<file path="config.mk">
export PLATFORM = sky130hd
export DESIGN_NAME = axi_master
export DESIGN_NICKNAME = d
export VERILOG_FILES = /design/src/rtl/axi_master.sv
export SDC_FILE = /design/constraint.sdc
export NUM_CORES = 1
export LEC_CHECK = 0
export CAP_MARGIN = 20
export CORE_AREA = 2 2 124 126
export DETAILED_ROUTE_END_ITERATION = 10
export DIE_AREA = 0 0 126 128
export GPL_TIMING_DRIVEN = 0
export HOLD_SLACK_MARGIN = 0.06
export PLACE_DENSITY_LB_ADDON = 0.05
export SLEW_MARGIN = 30
export SYNTH_ARGS = -nofsm -noshare
export SYNTH_HDL_FRONTEND = slang
export SYNTH_SLANG_ARGS = --single-unit
</file>
<file path="constraint.sdc">
create_clock -name clk -period 2.92 [get_ports clk]
set_input_delay 0.584 -clock clk [delete_from_list [all_inputs] [get_ports clk]]
set_output_delay 0.584 -clock clk [all_outputs]
set_load 0.02 [all_outputs]
</file>
<file path="src/rtl/axi_master.sv">
// axi_master: single-outstanding AXI4 master. It turns user commands into INCR
// bursts on AW/W/B or AR/R, forwards the user write stream onto W, and forwards
// read beats to the user read port. Each transaction ends with a one-cycle done pulse.
module axi_master #(
   parameter int addr_width = 32,
   parameter int data_width = 32,
   parameter int id_width   = 4
) (
   input  logic                    clk,
   input  logic                    rst,
   // command
   input  logic                    cmd_valid,
   output logic                    cmd_ready,
   input  logic                    cmd_write,
   input  logic [addr_width-1:0]   cmd_addr,
   input  logic [7:0]              cmd_len,
   input  logic [id_width-1:0]     cmd_id,
   // user write stream
   input  logic [data_width-1:0]   wr_data,
   input  logic [data_width/8-1:0] wr_strb,
   input  logic                    wr_valid,
   output logic                    wr_ready,
   // user read stream
   output logic [data_width-1:0]   rd_data,
   output logic                    rd_last,
   output logic [1:0]              rd_resp,
   output logic                    rd_valid,
   // completion
   output logic                    done,
   output logic [1:0]              done_resp,
   output logic                    done_err,
   // AW
   output logic [id_width-1:0]     awid,
   output logic [addr_width-1:0]   awaddr,
   output logic [7:0]              awlen,
   output logic [2:0]              awsize,
   output logic [1:0]              awburst,
   output logic                    awvalid,
   input  logic                    awready,
   // W
   output logic [data_width-1:0]   wdata,
   output logic [data_width/8-1:0] wstrb,
   output logic                    wlast,
   output logic                    wvalid,
   input  logic                    wready,
   // B
   input  logic [id_width-1:0]     bid,
   input  logic [1:0]              bresp,
   input  logic                    bvalid,
   output logic                    bready,
   // AR
   output logic [id_width-1:0]     arid,
   output logic [addr_width-1:0]   araddr,
   output logic [7:0]              arlen,
   output logic [2:0]              arsize,
   output logic [1:0]              arburst,
   output logic                    arvalid,
   input  logic                    arready,
   // R
   input  logic [data_width-1:0]   rdata,
   input  logic [id_width-1:0]     rid,
   input  logic [1:0]              rresp,
   input  logic                    rlast,
   input  logic                    rvalid,
   output logic                    rready
);

   localparam int unsigned STRB_W = data_width / 8;
   localparam int unsigned SIZE   = $clog2(STRB_W);
   localparam logic [addr_width-1:0] ALIGN_MASK = ~addr_width'(STRB_W - 1);

   typedef enum logic [2:0] {
      S_IDLE, S_AW, S_W, S_B, S_AR, S_R
   } state_t;

   state_t                 state_q, state_d;
   logic                   run_q;
   logic [addr_width-1:0]  addr_q;
   logic [7:0]             len_q;
   logic [id_width-1:0]    id_q;
   logic [2:0]             size_q;
   logic [1:0]             burst_q;
   logic [7:0]             beat_q;
   logic                   done_q;
   logic [1:0]             resp_q;
   logic                   err_q;
   logic [data_width-1:0]  rd_data_q;
   logic                   rd_last_q;
   logic [1:0]             rd_resp_q;
   logic                   rd_valid_q;

   logic                   last_beat;
   logic                   cmd_hs, w_hs, b_hs, r_hs;

   assign last_beat = (beat_q == len_q);
   assign cmd_hs    = (state_q == S_IDLE) && run_q && cmd_valid;
   assign w_hs      = (state_q == S_W) && wr_valid && wready;
   assign b_hs      = (state_q == S_B) && bvalid;
   assign r_hs      = (state_q == S_R) && rvalid;

   // state register
   always_ff @(posedge clk or negedge rst) begin
      if (!rst) state_q <= S_IDLE;
      else      state_q <= state_d;
   end

   // run_q keeps cmd_ready low while in reset and raises it at the first edge after release
   always_ff @(posedge clk or negedge rst) begin
      if (!rst) run_q <= 1'b0;
      else      run_q <= 1'b1;
   end

   // next-state decode and combinational channel controls
   always_comb begin
      state_d   = state_q;
      cmd_ready = 1'b0;
      awvalid   = 1'b0;
      arvalid   = 1'b0;
      wvalid    = 1'b0;
      wdata     = '0;
      wstrb     = '0;
      wlast     = 1'b0;
      wr_ready  = 1'b0;
      bready    = 1'b0;
      rready    = 1'b0;
      case (state_q)
         S_IDLE: begin
            cmd_ready = run_q;
            if (cmd_hs) state_d = cmd_write ? S_AW : S_AR;
         end
         S_AW: begin
            awvalid = 1'b1;
            if (awready) state_d = S_W;
         end
         S_W: begin
            wvalid   = wr_valid;
            wdata    = wr_data;
            wstrb    = wr_strb;
            wlast    = last_beat;
            wr_ready = wready;
            if (w_hs && last_beat) state_d = S_B;
         end
         S_B: begin
            bready = 1'b1;
            if (bvalid) state_d = S_IDLE;
         end
         S_AR: begin
            arvalid = 1'b1;
            if (arready) state_d = S_R;
         end
         S_R: begin
            rready = 1'b1;
            if (rvalid && rlast) state_d = S_IDLE;
         end
         default: state_d = S_IDLE;
      endcase
   end

   // command latch; address/len/id stay on the bus until the next command
   always_ff @(posedge clk or negedge rst) begin
      if (!rst) begin
         addr_q  <= '0;
         len_q   <= '0;
         id_q    <= '0;
         size_q  <= '0;
         burst_q <= '0;
      end else if (cmd_hs) begin
         addr_q  <= cmd_addr & ALIGN_MASK;
         len_q   <= cmd_len;
         id_q    <= cmd_id;
         size_q  <= 3'(SIZE);
         burst_q <= 2'b01;
      end
   end

   // beat counter shared by W and R
   always_ff @(posedge clk or negedge rst) begin
      if (!rst)              beat_q <= '0;
      else if (cmd_hs)       beat_q <= '0;
      else if (w_hs || r_hs) beat_q <= beat_q + 8'd1;
   end

   // completion pulse, final response and protocol-error tracking
   always_ff @(posedge clk or negedge rst) begin
      if (!rst) begin
         done_q <= 1'b0;
         resp_q <= '0;
         err_q  <= 1'b0;
      end else begin
         done_q <= b_hs || (r_hs && rlast);
         if (cmd_hs) begin
            resp_q <= '0;
            err_q  <= 1'b0;
         end else if (b_hs) begin
            resp_q <= bresp;
            if (bid != id_q) err_q <= 1'b1;
         end else if (r_hs) begin
            if (resp_q == 2'b00 && rresp != 2'b00) resp_q <= rresp;
            if ((rid != id_q) || (rlast && !last_beat) || (!rlast && last_beat))
               err_q <= 1'b1;
         end
      end
   end

   // registered user read-beat stream; rd_valid pulses for one cycle per beat
   always_ff @(posedge clk or negedge rst) begin
      if (!rst) begin
         rd_data_q  <= '0;
         rd_last_q  <= 1'b0;
         rd_resp_q  <= '0;
         rd_valid_q <= 1'b0;
      end else begin
         rd_valid_q <= r_hs;
         if (r_hs) begin
            rd_data_q <= rdata;
            rd_last_q <= rlast;
            rd_resp_q <= rresp;
         end
      end
   end

   assign awid      = id_q;
   assign awaddr    = addr_q;
   assign awlen     = len_q;
   assign awsize    = size_q;
   assign awburst   = burst_q;
   assign arid      = id_q;
   assign araddr    = addr_q;
   assign arlen     = len_q;
   assign arsize    = size_q;
   assign arburst   = burst_q;
   assign done      = done_q;
   assign done_resp = resp_q;
   assign done_err  = err_q;
   assign rd_data   = rd_data_q;
   assign rd_last   = rd_last_q;
   assign rd_resp   = rd_resp_q;
   assign rd_valid  = rd_valid_q;

endmodule

</file>
==> Word-level counts from Yosys, hierarchy flattened <==
Cells that the tools add are included.
{ "word_totals": {"mem_bits_ro": 0, "elab_cells": 87, "ramBits": 0, "register_bits": 95, "latch_bits": 0, "input_bits": 135, "output_inout_bits": 182, "memories": 0} }
{ "classes": {"n_shift": 0, "n_addsub": 1, "muxes": 29, "multipliers": 0, "div": 0, "bitwise_logic": 0, "reduce_logical": 28, "eq_ne": 15, "n_lt_le_gt_ge": 0} }
{ "op_table": {"columns": ["op", "n"], "rows": [
  ["$mux W32", 1],
  ["$mux W3", 7],
  ["$pmux W3 S6", 1],
  ["$mux W8", 2],
  ["$mux W1", 13],
  ["$logic_and A1 B1 Y1", 12],
  ["$reduce_bool A3 Y1", 3],
  ["$add A8 B1 Y8 const B", 1],
  ["$eq A8 B8 Y1", 1],
  ["$mux W2", 4],
  ["$ne A2 B2 Y1 const B", 4],
  ["$ne A4 B4 Y1", 2],
  ["$eq A3 B2 Y1 const B", 2],
  ["$eq A3 B3 Y1 const B", 2],
  ["$reduce_and A6 Y1", 1],
  ["$logic_or A1 B1 Y1", 4],
  ["$mux W4", 1],
  ["$ne A2 B1 Y1 const B", 2],
  ["$reduce_bool A2 Y1", 2],
  ["$eq A3 B1 Y1 const B", 1],
  ["$logic_not A3 Y1", 1],
  ["$ne A3 B2 Y1 const B", 1],
  ["$reduce_and A3 Y1", 1],
  ["$logic_not A1 Y1", 2],
  ["2 further kinds", 2]
]} }

==> Longest topological paths before layout <==
{ "depth": {"ltp_word": 9, "mapped_depth": 8, "ltp_nobuf": 6} }

==> Worst setup path before layout <==
Ideal clock, no wire load.
{ "synth_path": {"kind": "register to output", "from": "register state_q[0]", "to": "output port wdata[10]", "arrival_time_ps": 1397, "path_stages_with_launch": 6, "required_time_ps": 2336, "slack_ps": 939, "cell_sequence": "dfrtp_1 buf_4 nor3b_4 clkbuf_1 clkbuf_2 and2_1"} }
{ "synth_via": {"elab_chain_len": 2} }
{ "synth_lines": {"columns": ["element", "line_no", "rtl"], "rows": [
  ["start, declared", "76", "state_t state_q, state_d;"],
  ["start signal, assigned", "104", "else state_q <= state_d;"],
  ["$eq A3 B2 Y1", "126", "case (state_q)"],
  ["$mux W32", "126", null],
  ["end, declared", "41", "output logic [data_width-1:0] wdata,"]
]} }
No other way between the ends.

==> Worst setup path in the final report <==
{ "layout_path": {"from": "register len_q[7] (netlist: arlen[7])", "to": "output port wlast"} }
{ "layout_via": {"elab_chain_len": 2} }
{ "layout_lines": {"columns": ["element", "line_no", "rtl"], "rows": [
  ["start, declared", "79", "logic [7:0] len_q;"],
  ["start signal, assigned", "169", "len_q <= cmd_len;"],
  ["$eq A8 B8 Y1", "95", "assign last_beat = (beat_q == len_q);"],
  ["$mux W1", "126", null],
  ["end, declared", "43", "output logic wlast,"]
]} }
No other way between the ends.

==> results_dict.tcl <==
set metrics [dict create \
    powerDensity_mw_per_mm2 1050 \
    critPathBufInv 1 \
    synth-main-ff-cell "dfrtp_1" \
    insertion_delay_ns 0.34 \
    synth_top_family_by_area "simple AND/OR/NAND/NOR gates" \
    synth_top_cell_area_share_pct 50.38 \
    synth_simple_gate_area_share_pct 20.13 \
    finalClockSkew_ns 0.007735 \
    grt_setup_unrepaired "false" \
    fin_nets 925 \
    drc_errors 0 \
    drive_gt1_share_pct 17.76 \
    async_flop_share_pct 100.0 \
    syn_area_per_cell_sq_um 10.19 \
    setup_viol 0 \
    synth_top_cell_by_area "dfrtp_1" \
    route.detailed.wl_per_inst_um 14.80 \
    r2r_start "state_q[0]$_DFFE_PN0P_" \
    tightest_slew_ns 0.5035 \
    cap_viol_max_count 0 \
    drt_iter0_markers 136 \
    syn_inst 463 \
    synth_warnings 0 \
    detail_route.vias_per_cell 4.319 \
    track_usage_pct 17.29 \
    cp_max_fo 4 \
    crit_path_start_kind "flop" \
    rr_endpoint "arlen[3]$_DFFE_PN0P_" \
    clk_path_buf_depth 2 \
    max-slew-margin-rel_pct 66.43 \
    synthAdderAreaFrac_pct 0.2652 \
    rrSetupSlack_ns 1.17 \
    muxShareOfSynthArea_pct 10.47 \
    dieArea_sq_mm 0.01613 \
    min_period_over_period_pct 95.07 \
    clock-sinks 95 \
    antenna_found_initial 0 \
    firstDrtPassIters 5 \
    ir_worst_vdd_uv 552.6 \
    ios 317 \
    vias 4241 \
    synth_area_leaders "dfrtp_1 50%, mux2_2 10%, nand2_1 9.5%, buf_4 9.2%, and2_1 5.3%" \
    grt_max_degree 52 \
    die_h_um 128 \
    end_kind "primary output" \
    crit_arrival_ns 2.19 \
    path_delay_family "simple AND/OR/NAND/NOR gates" \
    clk_pin_slew_ns 0.07 \
    status "finished clean" \
    fin_crit_ns 2.776 \
    antenna_cells 0 \
    grt_pass1_wl_um 21910 \
    min_path_type "in -> async" \
    cts_tree "yes" \
    port_buffers 304 \
    place.gp.congestion 0.8047 \
    yosysUniqueCellTypes 42 \
    finalCoreUtilization_pct 56.77 \
    syn_area_sq_mm 0.004718 \
    synth_compound_area_share_pct 2.360 \
    synthXorXnorAreaFrac_pct 4.455 \
    ant_nets 0 \
    critical_path.max_stage_delay_ns 0.62 \
    cp_data_required_time_ns 2.34 \
    grt_pass1_vias 4099 \
    die_w_um 126 \
    area_growth_pct 78.84 \
    power_leakage_uw 0.004055 \
    synth_seq_area_share_pct 50.38 \
    numCtsBuffers 9 \
    htree_levels 3 \
    cts_root_buf "clkbuf_16" \
    fp-row-count 45 \
    start_util_pct 31.74 \
    crit_type "reg -> out" \
    crit_chain "xor2_1 > nor4_1 > and3_1 > clkdlybuf4s50_1" \
    synth-edff-count 0 \
    wl_um 14530 \
    r2r_cells 6 \
    gr-total-overflow 0 \
    cpMaxStageDelayCell "clkdlybuf4s50_1" \
    core-area_sq_mm 0.01486 \
    hold_viol 0 \
    fmax_mhz 360.2 \
    synth_seq_cells 95 \
    hpwl_um 11570 \
    drv_slew 0 \
    power_uw 8862 \
]
==> kinds of logic (layout without fill, tap and decap cells) <==
| group | Yosys count | after routing |
|---|---|---|
| simple gates | 201 | 201 |
| flops | 95 | 95 |
| buf+inv | 79 | 401 |
| mux | 44 | 44 |
| xor+xnor | 24 | 24 |
| compound gates | 17 | 17 |
| other cells | 2 | 11 |
| fa+ha+maj | 1 | 1 |
==> registers in the layout, summed over array words and instances (netlist names) <==
register   flops
state_q        3
done_resp      2
rd_resp        2
done           1
arlen          8
rd_valid       1
rd_data       32
beat_q         8
rd_last        1
arid           4
araddr        30
arburst        1
done_err       1
run_q          1
==> where the power goes <==
| group | total (uW) | internal (uW) | switching [uW] |
|---|---|---|---|
| Clock | 1270 | 758 | 514 |
| Sequential | 2400 | 1920 | 478 |
| Combinational | 5190 | 2780 | 2410 |
==> Yosys cell counts (2+ instances only) <==
master / count
conb_1: 2
mux2_2: 43
nand4_1: 2
buf_4: 58
xor2_1: 18
o21ai_0: 5
dfrtp_1: 95
nor2_1: 13
nor4_1: 5
nor3_2: 2
and2_1: 40
nor2b_1: 2
nor3_1: 2
and3_1: 3
buf_2: 7
nand3_1: 4
xnor2_1: 6
clkbuf_1: 6
buf_6: 4
clkbuf_2: 2
nor3b_1: 2
nand2_1: 119
a21oi_1: 4
==> timing repair <==
action	4_1_cts	5_1_grt
buffers inserted	1	0
resized for setup	6	19
hold buffers	0	0
setup endpoints to repair	29	21
cloned	0	0
pin swaps	1	0
==> cell type report <==
class                      count  area [sq um]
inverter                       2         7.507
tap                          188         235.2
timing repair buffer         306          3118
clock buffer                  10         229.0
clock inverter                 6         92.59
buffer                        77         559.3
multi-input combinational    298          1819
fill                        1304          6426
sequential                    95          2377
==> stage by stage <==
| step | setup TNS [ns] | hold WS [ns] | std cells | setup slack (ns) | area [sq um] |
|---|---|---|---|---|---|
| 2_1_floorplan | 0 | 0.2884 | 472 | 0.9392 | 4752 |
| 3_3_place_gp | -229.86 | 0.4576 | 964 | -2.429 | 8030 |
| 3_5_place_dp | 0 | 0.4623 | 965 | 0.1367 | 8059 |
| 4_1_cts | 0 | 0.1930 | 982 | 0.04635 | 8394 |
| 5_1_grt | 0 | 0.2084 | 982 | 0.03175 | 8438 |
| 6_report | 0 | 0.1832 | 982 | 0.1439 | 8438 |
==> per-layer routing <==
| layer | vias up | GRT usage, % | wire [um] |
|---|---|---|---|
| met2 | 188 | 29.82 | 7315 |
| li1 | 2075 | - | - |
| met3 | 19 | 4.841 | 1130 |
| met4 | 0 | 6.723 | 263 |
| met1 | 1959 | 20.51 | 5824 |
| met5 | - | 0 | 0 |
==> worst max-delay path by stage <==
stage                           startpoint               endpoint  slack [ns]  cells after the start
finish                arlen[7]$_DFFE_PN0P_                  wlast        0.14                      4
global route          arlen[7]$_DFFE_PN0P_                  wlast        0.03                      4
CTS                 state_q[0]$_DFFE_PN0P_              wdata[24]        0.05                      6
detailed placement  state_q[0]$_DFFE_PN0P_              wdata[15]        0.14                      6
global placement                       rst  araddr[8]$_DFFE_PN0P_       -2.43                      1
floorplan           state_q[0]$_DFFE_PN0P_              wdata[10]        0.94                      5
==> cell usage in the layout, fill, tap and decap left out, types with 6 or more instances in the layout <==
master           count
dfrtp_1             95
buf_2                7
conb_1              11
dlymetal6s2s_1      17
nand2_1            119
and2_1              40
nor2_1              13
clkdlybuf4s50_1    283
mux2_2              43
xnor2_1              6
clkbuf_16            9
xor2_1              18
buf_4               59
Note: power is estimated with default switching activity, not from simulation.
==> patch 1, RTL diff (config.mk and constraints unchanged) <==
The 6 states of `state_t` get a one-hot encoding in 6 bits.
--- a/src/rtl/axi_master.sv
+++ b/src/rtl/axi_master.sv
@@ -69,8 +69,8 @@
    localparam int unsigned SIZE   = $clog2(STRB_W);
    localparam logic [addr_width-1:0] ALIGN_MASK = ~addr_width'(STRB_W - 1);
 
-   typedef enum logic [2:0] {
-      S_IDLE, S_AW, S_W, S_B, S_AR, S_R
+   typedef enum logic [5:0] {
+      S_IDLE = 6'b000001, S_AW = 6'b000010, S_W = 6'b000100, S_B = 6'b001000, S_AR = 6'b010000, S_R = 6'b100000
    } state_t;
 
    state_t                 state_q, state_d;
Function: no difference found for any inputs over 10 cycles, from zero or initial values and one cycle with rst low; not proved beyond that.
==> patch 1 against the original RTL <==
Design area fell by 0.31%; power fell by 9.8%; count of clock-buffer cells in the layout did not move; synthesized area rose by 0.24%; final cell count rose by 0.20%; via count rose by 2.4%; worst setup slack got worse by 0.072 ns; wire length rose by 3.0%; clock power fell by 9%; first-iteration DRC count rose by 38%; register-to-register slack got worse by 0.65 ns; sequential cell count rose by 3; sequential power fell by 2%; largest cell class unchanged.
==> patch 1: results (changes against the original RTL) <==
Status: finished, final reports clean
Mean number of vias per cell: 4.41 (+2.2%)
Share of post-route cells with drive strength above 1: 0.190 (+0.0121)
Count of non-CTS buffers in the layout: 382 (-0.26%)
Wire per inst: 15.2 um (+2.8%)
Final nets: 927 (+0.22%)
Max_slew headroom: 0.602 (-0.0627)
Xor/xnor share of the synthesized area: 0.0389 (-0.00566)
Clock-cell share of area: 0.0341 (-0.00405)
Vias in the first global route: 4,407 (+7.5%)
TritonCTS buffer count: 9 (unchanged)
Register area: 0.00245 mm2 (+3.2%)
FILL cells: 1,301 (-0.23%)
Multi-input gate area: 0.00183 mm2 (+0.83%)
CP max stage cell: or4_4
Multiplexer share of the synthesized area: 0.104 (-0.000514)
Sw Pwr: 3.05 mW (-11%)
Via count: 4,344 (+2.4%)
Clock Skew: 0.0148 ns (+0.00710 ns)
Sequential share of the synthesized area: 0.519 (+0.0149)
Comb pwr: 4.48 mW (-14%)
Clk slew on worst S/H paths: 0.07 ns (about the same)
Routability cong.: 0.792 (-1.6%)
Global-route wire length before repair: 23,300 um (+6.3%)
Synth cell count leaders: nand2_1, dfrtp_1, buf_4, mux2_2, and2_1
Placed insts: 962 (-0.31%)
Largest net degree at the start of global routing: 70 (+35%)
Post-Synth Adder-Cell Area: 0.00265 (-0.00000631)
Mapped Avg Cell Area: 10.3 um2 (+0.89%)
NonClk Buf Share: 0.425 (-0.0111)
DR pass1 iterations: 4 (-1)
CP Data Arrival Time: 2.26 ns (+0.07 ns)
Clock sinks: 98 (+3.2%)
Critical Path Fanout Max: 10 (+6)
Total GRT Usage: 0.184 (+0.0106)
Synth top area cells: dfrtp_1, mux2_2, nand2_1
Max stage delay on crit path: 0.52 ns (-0.10 ns)
Initial DRC count: 188 (+38%)
Library cells used by synthesis: 46 (+9.5%)
Detailed Place HPWL: 11,800 um (+2.0%)
Number of non-clock inverters: 8 (+6)
Clk power: 1.15 mW (-9%)
Multi-input comb cells: 292 (-2.0%)
-- patch 1: cell count changes after synthesis, moves of 5 or more --
cell    unedited run  this run
nor2_1            13         7
buf_2              7         1
inv_1              1         7
buf_1              0         5
xor2_1            18        13
-- patch 1: final timing paths --
path | from | endpoint | slack, ns | depth (start not counted)
worst max-delay path | state_q[4] | wdata[14] | 0.07 | 7
worst min-delay path | rst | araddr[3] | 0.10 | 1
worst max register to register | state_q[3] | araddr[19] | 0.52 | 6
worst min register to register | rd_data[14] | rd_data[14] | 0.48 | 2
max in group asynchronous | rst | state_q[0] | 2.15 | 2
min in group clk | rd_data[14] | rd_data[14] | 0.48 | 2
-- patch 1: through the flow --
step	power, mW	TNS (ns)	setup slack (ns)	instance area [um2]
2_1_floorplan	4.66	0	0.465	4760
3_3_place_gp	6.81	-251.30	-2.51	8040
3_5_place_dp	6.86	-9.41	-0.299	8070
4_1_cts	8.06	-0.0824	-0.0824	8380
5_1_grt	8.46	-0.0974	-0.0109	8410
6_report	7.99	0	0.0716	8410
-- patch 1: layer usage --
metal	wire [um]	part of all wire	up-vias	track usage
li1	-	-	2091	-
met1	6080	0.41	2036	0.219
met2	7470	0.50	196	0.317
met3	1140	0.076	21	0.0534
met4	289	0.019	0	0.0646
met5	0	0	-	0
-- patch 1: kinds of logic after synthesis --
kind of cell | after synthesis
fa+ha+maj | 1
mux | 44
simple gates | 192
flops | 98
buf+inv | 79
other cells | 2
compound gates | 23
xor+xnor | 21
-- patch 1: timing repair --
action                                  CTS  global route
gates cloned                              0             0
hold endpoints to repair                  0             0
resized for setup                        71            17
setup buffers                             3             3
endpoints found under the setup margin   41            22
pin swaps                                 1             2
==> patch 2, RTL diff (same flow settings) <==
Made on the original files. Change the parameter `data_width` from 32 to 16.
--- a/src/rtl/axi_master.sv
+++ b/src/rtl/axi_master.sv
@@ -3,7 +3,7 @@
 // read beats to the user read port. Each transaction ends with a one-cycle done pulse.
 module axi_master #(
    parameter int addr_width = 32,
-   parameter int data_width = 32,
+   parameter int data_width = 16,
    parameter int id_width   = 4
 ) (
    input  logic                    clk,
Ports: changed (6 resized); port bits go from 317 to 249. No check against the original RTL was run, so the function may have changed too.
==> patch 2 against the original RTL <==
Largest power group unchanged; highest routed layer unchanged; die area is the same; wire length shrank 22%; synthesized area shrank 14%; critical path depth is the same; synthesized cell count shrank 19%; worst setup slack lost 0.022 ns; final cell count shrank 16%; design area shrank 16%; power shrank 14%; sequential cell count shrank 15.
==> patch 2: results (changes against the original RTL) <==
Synth cell count leaders: dfrtp_1, nand2_1, buf_4, mux2_1, and2_1
Via count: 3,450 (-19%)
Placed insts: 811 (-16%)
Setup WS pre-CTS: 0.394 ns (+0.257 ns)
Worst R2R End: done_err
CP Data Arrival Time: 2.21 ns (+0.02 ns)
Clk power: 1.22 mW (-4%)
Met3 Track Usage GR: 0.0359 (-0.0125)
Vias in the first global route: 3,466 (-15%)
Critical path origin: arlen[5]
Sequential share of the synthesized area: 0.494 (-0.00941)
Int Power: 4.74 mW (-13%)
Total GRT Usage: 0.139 (-0.0339)
Multi-input comb cells: 231 (-22%)
FILL cells: 1,442 (+11%)
Clock sinks: 80 (-16%)
Largest net degree at the start of global routing: 45 (-13%)
Global Route met1 Usage: 0.166 (-0.0388)
Lkg Pwr: 3.12 nW (-23%)
NonClk Buf Share: 0.416 (-0.0194)
Peak supply drop: 404 uV (-27%)
Cells on worst reg2reg path: 5 (-1)
Layout Cells excl Fill: 827 (-16%)
Status: finished, final reports clean
Global-route wire length before repair: 17,700 um (-19%)
Number of flip-flops in the largest register: 31 (-3.1%)
-- patch 2: kinds of logic (layout without fill, tap and decap cells) --
logic type,Yosys count,after routing,synth area share
muxes,45,45,0.125
other,2,9,0.00185
and+or+nand+nor,135,135,0.167
DFF,80,80,0.494
buffers and inverters,72,328,0.130
adders and majority gates,1,1,0.00309
xor gates and xnor gates,24,24,0.0519
AOI/OAI and AO/OA,17,17,0.0269
-- patch 2: critical path, stage by stage, from the launching register on --
cell,delay (ns)
dfrtp_1,0.43
xor2_1,0.16
nor4_1,0.44
and3_2,0.25
clkdlybuf4s50_1,0.61
-- patch 2: per-stage QoR --
stage | hold slack, ns | util | TNS [ns]
6_report | 0.147 | 0.475 | 0
3_5_place_dp | 0.461 | 0.453 | 0
3_3_place_gp | 0.461 | 0.451 | -150.37
2_1_floorplan | 0.288 | - | 0
5_1_grt | 0.168 | 0.475 | 0
4_1_cts | 0.150 | 0.475 | 0
